### config.mk
export PLATFORM = sky130hd
export DESIGN_NAME = exnor_bist_ctrl
export DESIGN_NICKNAME = d
export VERILOG_FILES = /design/src/rtl/exnor_bist_pkg.sv /design/src/rtl/exnor_bist_ctrl.sv
export SDC_FILE = /design/constraint.sdc
export NUM_CORES = 1
export LEC_CHECK = 0
export ABC_CLOCK_PERIOD_IN_PS = 2700
export CORE_AREA = 2 2 48 50
export CTS_BUF_LIST = sky130_fd_sc_hd__clkbuf_8 sky130_fd_sc_hd__clkbuf_16
export CTS_CLUSTER_SIZE = 20
export DETAILED_ROUTE_END_ITERATION = 10
export DIE_AREA = 0 0 50 52
export PLACE_DENSITY = 0.75
export REMOVE_ABC_BUFFERS = 1
export SLEW_MARGIN = 20
export SYNTH_ARGS = -nofsm -noshare
export SYNTH_HDL_FRONTEND = slang
export SYNTH_SLANG_ARGS = --single-unit
### constraint.sdc
create_clock -name clk -period 2.7 [get_ports clk]
set_input_delay 0.405 -clock clk [delete_from_list [all_inputs] [get_ports clk]]
set_output_delay 0.405 -clock clk [all_outputs]
set_load 0.01 [all_outputs]
### src/rtl/exnor_bist_pkg.sv
// Shared types and constants for the XNOR gate BIST controller.
package exnor_bist_pkg;

  typedef enum logic [1:0] {
    IDLE,
    SETTLE,
    SAMPLE,
    DONE
  } state_e;

  localparam int NUM_VEC = 4;

  // Expected gate output, bit i for vector i = {a,b}.
  localparam logic [NUM_VEC-1:0] EXP_TT = 4'b1001;

  function automatic logic exp_c(
    input logic [1:0] vec
  );
    return EXP_TT[vec];
  endfunction

endpackage

### src/rtl/exnor_bist_ctrl.sv
// BIST controller sweeping all four {a,b} vectors over an external XNOR gate.
// Optional first-failure log enabled by EXNOR_BIST_ERRLOG_EN.
module exnor_bist_ctrl
  import exnor_bist_pkg::*;
#(
  parameter int SETTLE_CYC = 2,
  parameter int PASSES     = 1,
  parameter int ERR_W      = 8
) (
  input  logic             clk,
  input  logic             rst_n,
  input  logic             start,
  output logic             a,
  output logic             b,
  input  logic             c,
  output logic             busy,
  output logic             done,
  output logic             pass,
  output logic [ERR_W-1:0] err_cnt
`ifdef EXNOR_BIST_ERRLOG_EN
  ,
  output logic [1:0]       err_vec,
  output logic             err_valid
`endif
);

  localparam int CW = (SETTLE_CYC > 1) ? $clog2(SETTLE_CYC) : 1;
  localparam int PW = (PASSES > 1) ? $clog2(PASSES) : 1;

  localparam logic [CW-1:0] CNT_LAST  = CW'(SETTLE_CYC - 1);
  localparam logic [PW-1:0] PASS_LAST = PW'(PASSES - 1);
  localparam logic [1:0]    VEC_LAST  = 2'(NUM_VEC - 1);

  state_e           state_q;
  logic [1:0]       vec_q;
  logic [CW-1:0]    cnt_q;
  logic [PW-1:0]    pidx_q;
  logic             busy_q;
  logic             done_q;
  logic             pass_q;
  logic [ERR_W-1:0] err_q;
  logic [ERR_W-1:0] err_d;
  logic             miss;
  logic             accept;

  assign accept = (state_q == IDLE) && start;

  always_comb begin
    miss  = (c != exp_c(vec_q));
    err_d = err_q;
    if (miss && (err_q != '1)) begin
      err_d = err_q + ERR_W'(1);
    end
  end

  always_ff @(posedge clk or negedge rst_n) begin
    if (!rst_n) begin
      state_q <= IDLE;
      vec_q   <= '0;
      cnt_q   <= '0;
      pidx_q  <= '0;
      busy_q  <= 1'b0;
      done_q  <= 1'b0;
      pass_q  <= 1'b0;
      err_q   <= '0;
    end else begin
      done_q <= 1'b0;
      unique case (state_q)
        IDLE: begin
          if (start) begin
            state_q <= SETTLE;
            vec_q   <= '0;
            cnt_q   <= '0;
            pidx_q  <= '0;
            err_q   <= '0;
            pass_q  <= 1'b0;
            busy_q  <= 1'b1;
          end
        end
        SETTLE: begin
          if (cnt_q == CNT_LAST) begin
            cnt_q   <= '0;
            state_q <= SAMPLE;
          end else begin
            cnt_q <= cnt_q + CW'(1);
          end
        end
        SAMPLE: begin
          err_q <= err_d;
          if ((vec_q == VEC_LAST) && (pidx_q == PASS_LAST)) begin
            state_q <= DONE;
            vec_q   <= '0;
            busy_q  <= 1'b0;
            done_q  <= 1'b1;
            pass_q  <= (err_d == '0);
          end else begin
            // vec wraps 3 -> 0 naturally at the end of a sweep
            if (vec_q == VEC_LAST) begin
              pidx_q <= pidx_q + PW'(1);
            end
            vec_q   <= vec_q + 2'd1;
            state_q <= SETTLE;
          end
        end
        DONE: begin
          state_q <= IDLE;
        end
        default: begin
          state_q <= IDLE;
        end
      endcase
    end
  end

  assign a       = vec_q[1];
  assign b       = vec_q[0];
  assign busy    = busy_q;
  assign done    = done_q;
  assign pass    = pass_q;
  assign err_cnt = err_q;

`ifdef EXNOR_BIST_ERRLOG_EN
  logic [1:0] ev_q;
  logic       evld_q;

  always_ff @(posedge clk or negedge rst_n) begin
    if (!rst_n) begin
      ev_q   <= '0;
      evld_q <= 1'b0;
    end else if (accept) begin
      ev_q   <= '0;
      evld_q <= 1'b0;
    end else if ((state_q == SAMPLE) && miss && !evld_q) begin
      ev_q   <= vec_q;
      evld_q <= 1'b1;
    end
  end

  assign err_vec   = ev_q;
  assign err_valid = evld_q;
`else
  logic unused_accept;
  assign unused_accept = accept;
`endif

endmodule

==> reports/qor.yml <==
critical_path:
  cp-start-kind: "register"
  reg2regPathDepth: 6
  cp.required_ps: 2850
  cp.arrival_ps: 2090
  critPathCaptureType: "register"
  critPathKind: "register to register"
  critPathMaxFanout: 4
worst_hold_path:
  worst_hold_path_type: "register to register"
  holdPathStages: 1
yosys:
  synth_edf_count: 0
  syn_inst: 100
  synth_common_cells: "dfrtp_1 (17), nand2_1 (9), o21ai_0 (8), a22o_1 (7), nand3_1 (6)"
  ys.flop_type: "dfrtp_1"
  synth_area_leader_cell: "dfrtp_1"
  synthesis.area_um2: 982
  synth_cell_types: 39
  avgSynthCellArea_um2: 9.82
  yosysMostFrequentCell: "dfrtp_1"
  synth_top_area_share: 0.433
  ys_seq_elements: 17
  synth_area_leaders: "dfrtp_1 (43%), a22o_1 (6.2%), o21ai_0 (4.1%), nand2_1 (3.4%), mux2i_1 (3.1%)"
  async_reset_ff_frac: 1.00
  ys_seq_area_frac: 0.433
  yosys_warnings: 0
sta:
  min_period_ps: 1940
  relSlewSlack: 0.480
  slew_violations: 0
  max_freq_ghz: 0.517
  finalCritPeriodShare: 0.717
  setup_tns_ps: 0
  setup_viol: 0
  worst_clock_skew_ps: 1.36
  max_slew.worst_pin.slew_ps: 775
  hold_viol: 0
  rsz0062_at_grt: "no"
  holdWs_ps: 497
floorplan:
  start_util: 0.466
  die_h_um: 52
  fp.dieArea_mm2: 0.00260
  pin_count: 17
  num_rows: 17
  die_w_um: 50
  core_mm2: 0.00211
global_route:
  grt.overflow.total: 0
  antenna_found_initial: 0
  grt_pass1_wl_um: 3370
  grt_max_degree: 18
  grt_pass1_vias: 795
  track_usage: 0.171
power:
  peakVddDrop_uv: 638
  p_seq_frac: 0.419
  p_switching_mw: 0.348
  p_clk_frac: 0.207
  p_leak_nw: 0.549
  p_int_mw: 0.555
  p_comb_frac: 0.374
  p_per_area_mw_per_mm2: 756
  swShare: 0.385
drt:
  drcViolationCount: 0
  dr.first_iter.drc_count: 12
  drt-total-wl_um: 2050
  first_pass_iters: 4
  via_per_inst: 5.80
  num_vias: 830
  antenna_left: 0
  post_drt_wl_per_cell_um: 14.3
job:
  drv_cap: 0
clocking:
  cts_hold_buf: 0
  cts_buffers: 3
  cts_tree: "done"
  cts.clk_slew.worst_paths_ps: 60
  cts_resized: 0
  cts_setup_buffers: 0
  clk_path_buf_depth: 2
  clock-sinks: 17
  cts_root_buffer: "clkbuf_8"
  htree_levels: 1
  insertion_delay_ps: 250
layout:
  multiInputGateArea_um2: 514
  area_delta_synth_final_pct: 21.7
  ff_latch_area_um2: 425
  layout-drive-gt1-share: 0.0957
  final_nets: 122
  antenna_cells: 0
  fill_cells: 179
placed_design:
  portBuffers: 16
  globalplace.congestion: 0.865
  dp_hpwl_um: 1500
status:
  run_status: "complete, no violations"
-- state kept, by name, indices dropped and copies added (netlist names) --
signal   cells
pidx_q       1
vec_q        2
done         1
state_q      2
err_cnt      8
busy         1
pass         1
cnt_q        1
-- worst max-delay path: stages (launching register included) --
cell and delay, ps:
dfrtp_1 410, ha_1 360, xor2_1 210, nor3_1 280, nand3_1 120, o21a_1 140
o41ai_2 310
-- final timing paths --
| kind | from | end | slack, ps |
|---|---|---|---|
| max reg2reg | vec_q[0] | pass | 760 |
| min in group asynchronous | rst_n | err_cnt[4] | 600 |
| max | vec_q[0] | pass | 760 |
| min | pidx_q | pidx_q | 500 |
| min reg2reg | pidx_q | pidx_q | 500 |
| max in group asynchronous | rst_n | vec_q[0] | 1630 |
-- routing by layer --
metal	vias to the layer above	part of all wire	track usage
met5	-	0	0
met4	0	0.0039	0.0556
met3	2	0.026	0.0287
met2	13	0.50	0.298
met1	411	0.47	0.214
li1	404	-	-
-- stage by stage --
| step | instance area (µm²) | utilization | total power, mW | worst slack, ps | cells |
|---|---|---|---|---|---|
| 6_report | 1190 | 0.567 | 0.903 | 764 | 143 |
| 3_3_place_gp | 1150 | 0.546 | 0.713 | 710 | 139 |
| 5_1_grt | 1190 | 0.567 | 0.966 | 581 | 143 |
| 3_5_place_dp | 1150 | 0.546 | 0.722 | 669 | 139 |
| 4_1_cts | 1190 | 0.567 | 0.911 | 761 | 143 |
| 2_1_floorplan | 955 | - | 0.601 | 874 | 95 |
-- cell usage in the layout, fill, tap and decap left out, drive strengths merged, types with 3 or more instances in the layout --
master          n
nand3           6
mux2            3
nor3            3
clkdlybuf4s50  16
inv             5
a21oi           3
clkbuf          3
nand2           9
nor2            5
a22o            8
dfrtp          17
o21ai          10
mux2i           3
-- layout make-up --
class | count | share of cell area
inverters | 4 | 0.0126
flip-flops and latches | 17 | 0.356
repair buffers | 16 | 0.134
clock buffers | 3 | 0.0346
multi-input cells | 74 | 0.430
well taps | 28 | 0.0293
clock inverters | 1 | 0.00314
-- kinds of logic (layout without fill, tap and decap cells) --
logic type,Yosys count,after routing,synth area share
AND/OR/NAND/NOR,33,33,0.177
AO/OA/AOI/OAI,31,31,0.231
flip-flops,17,17,0.433
buffers and inverters,9,24,0.0433
multiplexers,6,6,0.0650
adder cells (fa/ha/maj),2,2,0.0255
XOR/XNOR,2,2,0.0255
-- power by group through the flow --
stage	combinational, mW	clock [mW]	sequential, mW
6_report	0.338	0.187	0.378
5_1_grt	0.377	0.201	0.387
4_1_cts	0.342	0.191	0.378
3_5_place_dp	0.340	0	0.381
3_3_place_gp	0.333	0	0.380
2_1_floorplan	0.228	0	0.373
Power figures use the tool's default switching activity.
